**src/rtl/fifo_pkg.sv**
```systemverilog
// Sizing helpers and pointer-pair occupancy decode shared by the synchronous FIFO family.
package fifo_pkg;

   typedef struct packed {
      logic full;
      logic empty;
   } occ_t;

   // Ceiling log2, never below 1 so that a 1- or 2-entry array still gets an address bit.
   function automatic int clog2_safe(input int n);
      int r;
      r = 1;
      for (int i = 1; i < 31; i++) begin
         if ((32'sd1 <<< i) < n) r = i + 1;
      end
      return r;
   endfunction

   function automatic int ptr_w(input int depth);
      return clog2_safe(depth) + 1;
   endfunction

   function automatic int cnt_w(input int depth);
      return clog2_safe(depth + 1);
   endfunction

   // Pointers arrive zero-extended; bit aw is the wrap bit, bits below it address the array.
   function automatic occ_t decode_occ(input logic [31:0] wp, input logic [31:0] rp, input int aw);
      logic [31:0] mask;
      occ_t        o;
      mask    = (32'd1 << aw) - 32'd1;
      o.empty = (wp == rp);
      o.full  = (((wp ^ rp) & mask) == 32'd0) && (wp[aw] != rp[aw]);
      return o;
   endfunction

endpackage

```
**src/rtl/sync_fifo_param_if.sv**
```systemverilog
// Producer/consumer-facing signal bundle of sync_fifo_param; master drives requests, slave is the FIFO.
interface sync_fifo_param_if
   import fifo_pkg::*;
#(
   parameter int WIDTH = 8,
   parameter int DEPTH = 256
);
   localparam int CW = cnt_w(DEPTH);

   logic             wr_req;
   logic [WIDTH-1:0] wr_data;
   logic             rd_req;
   logic [WIDTH-1:0] rd_data;
   logic             rd_valid;
   logic             full;
   logic             empty;
   logic             almost_full;
   logic             almost_empty;
   logic [CW-1:0]    count;
   logic             err_clr;
   logic             overflow;
   logic             underflow;

   modport master (
      output wr_req, wr_data, rd_req, err_clr,
      input  rd_data, rd_valid, full, empty, almost_full, almost_empty, count, overflow, underflow
   );

   modport slave (
      input  wr_req, wr_data, rd_req, err_clr,
      output rd_data, rd_valid, full, empty, almost_full, almost_empty, count, overflow, underflow
   );

endinterface

```
**src/rtl/sync_mem_param.sv**
```systemverilog
// DEPTH x WIDTH simple dual-port RAM: one write port, one registered read port (1-cycle read latency).
// Array is not reset; only the read register is, so a reset leaves rdata at zero.
module sync_mem_param #(
   parameter int WIDTH = 8,
   parameter int DEPTH = 256,
   parameter int AW    = 8
) (
   input  logic             clk,
   input  logic             rst,
   input  logic             we,
   input  logic [AW-1:0]    waddr,
   input  logic [WIDTH-1:0] wdata,
   input  logic             re,
   input  logic [AW-1:0]    raddr,
   output logic [WIDTH-1:0] rdata
);

   logic [WIDTH-1:0] mem [DEPTH];

   always_ff @(posedge clk) begin
      if (we) mem[waddr] <= wdata;
   end

   // Same-address read and write (full with read+write) returns the old entry.
   always_ff @(posedge clk or posedge rst) begin
      if (rst)     rdata <= '0;
      else if (re) rdata <= mem[raddr];
   end

endmodule

```
**src/rtl/sync_fifo_param.sv**
```systemverilog
// Single-clock parametrised FIFO; write visible to a read on the next edge, read data 1 cycle after acceptance.
// No backpressure beyond full/empty: a write at full needs a concurrent accepted read, rejects set sticky errors.
module sync_fifo_param
   import fifo_pkg::*;
#(
   parameter int WIDTH    = 8,
   parameter int DEPTH    = 256,
   parameter int AF_LEVEL = DEPTH - 2,
   parameter int AE_LEVEL = 2
) (
   input logic              clk,
   input logic              rst,
   sync_fifo_param_if.slave bus
);

   localparam int AW = clog2_safe(DEPTH);
   localparam int PW = ptr_w(DEPTH);
   localparam int CW = cnt_w(DEPTH);

   logic [PW-1:0] wr_ptr;
   logic [PW-1:0] rd_ptr;
   logic [CW-1:0] count_q;
   logic          rd_valid_q;
   logic          overflow_q;
   logic          underflow_q;
   logic          rd_acc;
   logic          wr_acc;
   occ_t          occ;

   // Flags depend only on registered pointers, never on this cycle's requests.
   assign occ    = decode_occ(32'(wr_ptr), 32'(rd_ptr), AW);
   assign rd_acc = bus.rd_req & ~occ.empty;
   assign wr_acc = bus.wr_req & (~occ.full | rd_acc);

   always_ff @(posedge clk or posedge rst) begin
      if (rst) begin
         wr_ptr  <= '0;
         rd_ptr  <= '0;
         count_q <= '0;
      end else begin
         if (wr_acc) wr_ptr <= wr_ptr + PW'(1);
         if (rd_acc) rd_ptr <= rd_ptr + PW'(1);
         case ({wr_acc, rd_acc})
            2'b10:   count_q <= count_q + CW'(1);
            2'b01:   count_q <= count_q - CW'(1);
            default: count_q <= count_q;
         endcase
      end
   end

   // A new error in the same cycle as err_clr keeps the flag set.
   always_ff @(posedge clk or posedge rst) begin
      if (rst) begin
         rd_valid_q  <= 1'b0;
         overflow_q  <= 1'b0;
         underflow_q <= 1'b0;
      end else begin
         rd_valid_q  <= rd_acc;
         overflow_q  <= (bus.wr_req & ~wr_acc) | (overflow_q & ~bus.err_clr);
         underflow_q <= (bus.rd_req & occ.empty) | (underflow_q & ~bus.err_clr);
      end
   end

   sync_mem_param #(
      .WIDTH (WIDTH),
      .DEPTH (DEPTH),
      .AW    (AW)
   ) u_mem (
      .clk   (clk),
      .rst   (rst),
      .we    (wr_acc),
      .waddr (wr_ptr[AW-1:0]),
      .wdata (bus.wr_data),
      .re    (rd_acc),
      .raddr (rd_ptr[AW-1:0]),
      .rdata (bus.rd_data)
   );

   assign bus.rd_valid     = rd_valid_q;
   assign bus.full         = occ.full;
   assign bus.empty        = occ.empty;
   assign bus.count        = count_q;
   assign bus.almost_full  = (count_q >= CW'(AF_LEVEL));
   assign bus.almost_empty = (count_q <= CW'(AE_LEVEL));
   assign bus.overflow     = overflow_q;
   assign bus.underflow    = underflow_q;

endmodule
```
**src/flat_wrapper.sv**
```systemverilog
// flat-port wrapper written by rule: the top's interface ports become plain ports
module sync_fifo_param_flat import fifo_pkg::*;
#(
   parameter int WIDTH    = 8,
   parameter int DEPTH    = 256,
   parameter int AF_LEVEL = DEPTH - 2,
   parameter int AE_LEVEL = 2
)
  (clk, rst, bus_wr_req, bus_wr_data, bus_rd_req, bus_err_clr, bus_rd_data, bus_rd_valid, bus_full, bus_empty, bus_almost_full, bus_almost_empty, bus_count, bus_overflow, bus_underflow);
  sync_fifo_param_if #(.WIDTH(WIDTH), .DEPTH(DEPTH)) bus_i ();
  input logic clk;
  input logic rst;
  input wire logic [$bits(bus_i.wr_req)-1:0] bus_wr_req;
  input wire logic [$bits(bus_i.wr_data)-1:0] bus_wr_data;
  input wire logic [$bits(bus_i.rd_req)-1:0] bus_rd_req;
  input wire logic [$bits(bus_i.err_clr)-1:0] bus_err_clr;
  output wire logic [$bits(bus_i.rd_data)-1:0] bus_rd_data;
  output wire logic [$bits(bus_i.rd_valid)-1:0] bus_rd_valid;
  output wire logic [$bits(bus_i.full)-1:0] bus_full;
  output wire logic [$bits(bus_i.empty)-1:0] bus_empty;
  output wire logic [$bits(bus_i.almost_full)-1:0] bus_almost_full;
  output wire logic [$bits(bus_i.almost_empty)-1:0] bus_almost_empty;
  output wire logic [$bits(bus_i.count)-1:0] bus_count;
  output wire logic [$bits(bus_i.overflow)-1:0] bus_overflow;
  output wire logic [$bits(bus_i.underflow)-1:0] bus_underflow;
  assign bus_i.wr_req = bus_wr_req;
  assign bus_i.wr_data = bus_wr_data;
  assign bus_i.rd_req = bus_rd_req;
  assign bus_i.err_clr = bus_err_clr;
  assign bus_rd_data = bus_i.rd_data;
  assign bus_rd_valid = bus_i.rd_valid;
  assign bus_full = bus_i.full;
  assign bus_empty = bus_i.empty;
  assign bus_almost_full = bus_i.almost_full;
  assign bus_almost_empty = bus_i.almost_empty;
  assign bus_count = bus_i.count;
  assign bus_overflow = bus_i.overflow;
  assign bus_underflow = bus_i.underflow;
  sync_fifo_param #(.WIDTH(WIDTH), .DEPTH(DEPTH), .AF_LEVEL(AF_LEVEL), .AE_LEVEL(AE_LEVEL)) u_core (.clk(clk), .rst(rst), .bus(bus_i));
endmodule
```
**config.mk**
```make
export PLATFORM = sky130hd
export DESIGN_NAME = sync_fifo_param_flat
export DESIGN_NICKNAME = d
export VERILOG_FILES = /design/src/rtl/fifo_pkg.sv /design/src/rtl/sync_fifo_param_if.sv /design/src/rtl/sync_mem_param.sv /design/src/rtl/sync_fifo_param.sv /design/src/flat_wrapper.sv
export SDC_FILE = /design/constraint.sdc
export NUM_CORES = 2
export LEC_CHECK = 0
export ABC_AREA = 0
export CAP_MARGIN = 20
export CORE_MARGIN = 2
export CORE_UTILIZATION = 33
export DETAILED_ROUTE_END_ITERATION = 6
export PLACE_DENSITY = 0.45
export SYNTH_ARGS = -nofsm -noshare
export SYNTH_HDL_FRONTEND = slang
export SYNTH_SLANG_ARGS = --single-unit
```
**constraint.sdc**
```tcl
create_clock -name clk -period 3.5 [get_ports clk]
set_clock_uncertainty 0.05 [all_clocks]
set_input_delay 0.35 -clock clk [delete_from_list [all_inputs] [get_ports clk]]
set_output_delay 0.35 -clock clk [all_outputs]
set_load 0.01 [all_outputs]
```
==> qor.txt <==
die footprint -> 252000 sq um
mapped cell area -> 81900 sq um
Die H -> 502 um
initial antenna violation count -> 11
CTS Buffer Depth -> 3
layout cell share with drive strength beyond 1 -> 0.268
hpwl dp -> 151000 um
Pre-antenna DRT Iters -> 7
placed cell areas -> 89600 sq um
Internal -> 50.7 mW
NumNets Final -> 4629
worst-margin pin slew -> 1100 ps
Post-synth ARST share -> 0.0182
final worst-path cycle share -> 0.972
Post-synth top cells -> edfxtp_1 (2048), mux4_2 (350), nor2_1 (298)
Clock Latency Late Sink -> 860 ps
total grt overflow -> 0
# fillers -> 22300
Seq cells post-synth -> 2086
maxcap violations -> 0
IO Count -> 37
Flop pwr share -> 0.382
cell area after layout -> 97100 sq um
Area contributors post-synth -> edfxtp_1 (75%), mux4_2 (9.6%), mux2i_1 (3.4%)
1st-iter DRT viols -> 3879
core area -> 246000 sq um
flip-flop and latch area -> 62500 sq um
Detailed Route WL -> 234000 um
Seq/Total Area, Yosys -> 0.763
multi-input logic area -> 17800 sq um
global-route usage over all layers -> 0.184
CP startpoint -> u_core.rd_ptr[0]
crit path DAT -> 4120 ps
clk sinks -> 2086
synth unique cells -> 75
post-route insts no fill -> 8110
PwrDens -> 762 nW/um^2
Inst Count DP -> 7686
Cells after Synth -> 4022
CTS H-Tree Depth -> 4
hold crit path type -> in2reg
peak supply drop -> 0.478 mV
placer congestion estimate -> 0.789
Row Count -> 182
Setup CP Type -> reg2reg
Synth top area share -> 0.751
Setup-failing EPs final -> 0
EDFF count, synth -> 2048
Synth Warn # -> 0
Pwr Total -> 74.0 mW
first-pass GRT wire length -> 330000 um
min-delay src -> bus_wr_data[7]
largest net degree at the start of global routing -> 126
Synth area leader -> edfxtp_1
Data required, critical path -> 4220 ps
Worst slew margin -> 0.262
DR DRC count -> 0
area delta synth->final -> 18.6%
status -> completed
starting density of the core -> 0.332
final core occ -> 0.394
leakage -> 31.7 nW
vias in the first global route -> 42100
Fin. Hold Viols -> 0
CP max FO -> 19
Vias per Instance -> 5.14
routed length per instance -> 28.9 um
clk slew on worst S/H paths -> 60 ps
Slew Limit Fails -> 0
Root Buffer -> clkbuf_16
CTS buffer count -> 217
synthesized area per cell -> 20.4 sq um
Reg2Reg Launch Point -> u_core.rd_ptr[0]
Startpoint Class -> flop
Primary FF master, synth -> edfxtp_1
port bufs -> 36
most common cell in the netlist -> edfxtp_1
die width -> 502 um
vias -> 41700
Psw -> 23.3 mW
highest clock rate -> 294 MHz
Synthesized Nets -> 4048
DRT antenna net count -> 0
TritonCTS clock tree -> built
Clock Power Share -> 0.318
Final min period -> 3400 ps
Gate power share -> 0.299
switch share -> 0.315
CP Capture Type -> flop
[kinds of logic after synthesis]
group | count (synthesis) | synth area share
xor+xnor | 33 | 0.00353
fa+ha+maj | 13 | 0.00208
compound gates | 403 | 0.0343
simple gates | 550 | 0.0289
buf+inv | 258 | 0.0217
mux | 679 | 0.147
flops | 2086 | 0.763
[what timing repair did]
item / CTS / global route
buffers inserted: 1 / 2
endpoints found under the setup margin: 8 / 8
resized for setup: 8 / 8
pin swaps: 1 / 3
hold buffers: 7 / 0
hold endpoints to repair: 323 / 0
[metal layers]
layer	wire length, um	up-vias	track usage
met5	0	-	0
met4	4740	0	0.0408
met3	10600	251	0.0241
met2	113000	1083	0.299
met1	106000	22500	0.264
li1	-	17900	-
[per-stage QoR]
| stage | setup TNS, ps | setup WS (ps) | hold WS [ps] |
|---|---|---|---|
| 3_5_place_dp | -998 | -331 | 443 |
| 5_1_grt | -0.740 | -0.740 | 55.8 |
| 3_3_place_gp | -1410 | -308 | 451 |
| 2_1_floorplan | 0 | 309 | 399 |
| 6_report | 0 | 96.6 | 30.0 |
| 4_1_cts | 0 | 9.32 | 7.10 |
[sequential cells by signal, summed over array words and instances, names as in the netlist]
| register | count |
|---|---|
| u_core.bus.count | 9 |
| u_core.bus.overflow | 1 |
| u_core.bus.rd_valid | 1 |
| u_core.bus.underflow | 1 |
| u_core.rd_ptr | 9 |
| u_core.u_mem.mem | 2048 |
| u_core.u_mem.rdata | 8 |
| u_core.wr_ptr | 9 |
[power groups by stage]
stage / combinational (mW) / sequential [mW] / clock [mW]
global route: 23.4 / 28.3 / 25.1
detailed placement: 22.4 / 28.8 / 0
floorplan: 13.2 / 28.6 / 0
finish: 22.1 / 28.3 / 23.6
CTS: 22.5 / 28.3 / 24.1
global placement: 22.5 / 28.8 / 0
[worst max-delay path, cell delays in order, from the launching register on]
cell	delay, ps
dfrtp_4	560
buf_12	190
buf_12	180
buf_12	170
mux4_2	320
a22oi_1	130
nand3_1	210
o311ai_0	160
nor4_1	730
nand4_1	370
o211ai_1	200
[path summary, 6_finish.rpt]
path / end / slack (ps) / cells after the start
min in group asynchronous: u_core.bus.count[3] / 260 / 3
min reg2reg: u_core.bus.overflow / 450 / 1
max reg2reg: u_core.u_mem.rdata[1] / 100 / 10
max in group asynchronous: u_core.bus.underflow / 2400 / 5
max: u_core.u_mem.rdata[1] / 100 / 10
min: u_core.u_mem.mem[226][7] / 30 / 1
[final cells by class]
type,count,share of cell area
Sequential cell,2086,0.643
Multi-Input combinational cell,1678,0.183
Clock buffer,270,0.0602
Timing Repair Buffer,601,0.0550
Tap cell,3312,0.0427
Clock inverter,140,0.0151
Inverter,19,0.000786
Antenna cell,4,0.000103
[cells in the final DEF (no fill, tap or decap), types with 8 or more instances in the layout]
cell	n
buf_4	505
clkbuf_1	35
o22ai_1	111
mux4_2	350
xnor2_1	22
a211oi_1	32
clkinv_2	47
xor2_1	10
nand2_2	8
a221oi_1	9
a2111oi_0	13
a22o_1	12
mux4_1	51
edfxtp_1	2048
bufinv_16	24
clkdlybuf4s50_1	28
nor2_1	296
a21oi_1	49
nand3_1	30
buf_8	8
ha_1	12
inv_1	16
o21ai_0	49
clkbuf_8	15
nor3_1	29
o221ai_1	61
mux2i_1	275
nand2_1	109
buf_12	51
clkbuf_16	220
nand4_1	18
clkinv_1	47
dfrtp_1	34
a22oi_1	30
Note: power is estimated with default switching activity, not from simulation.
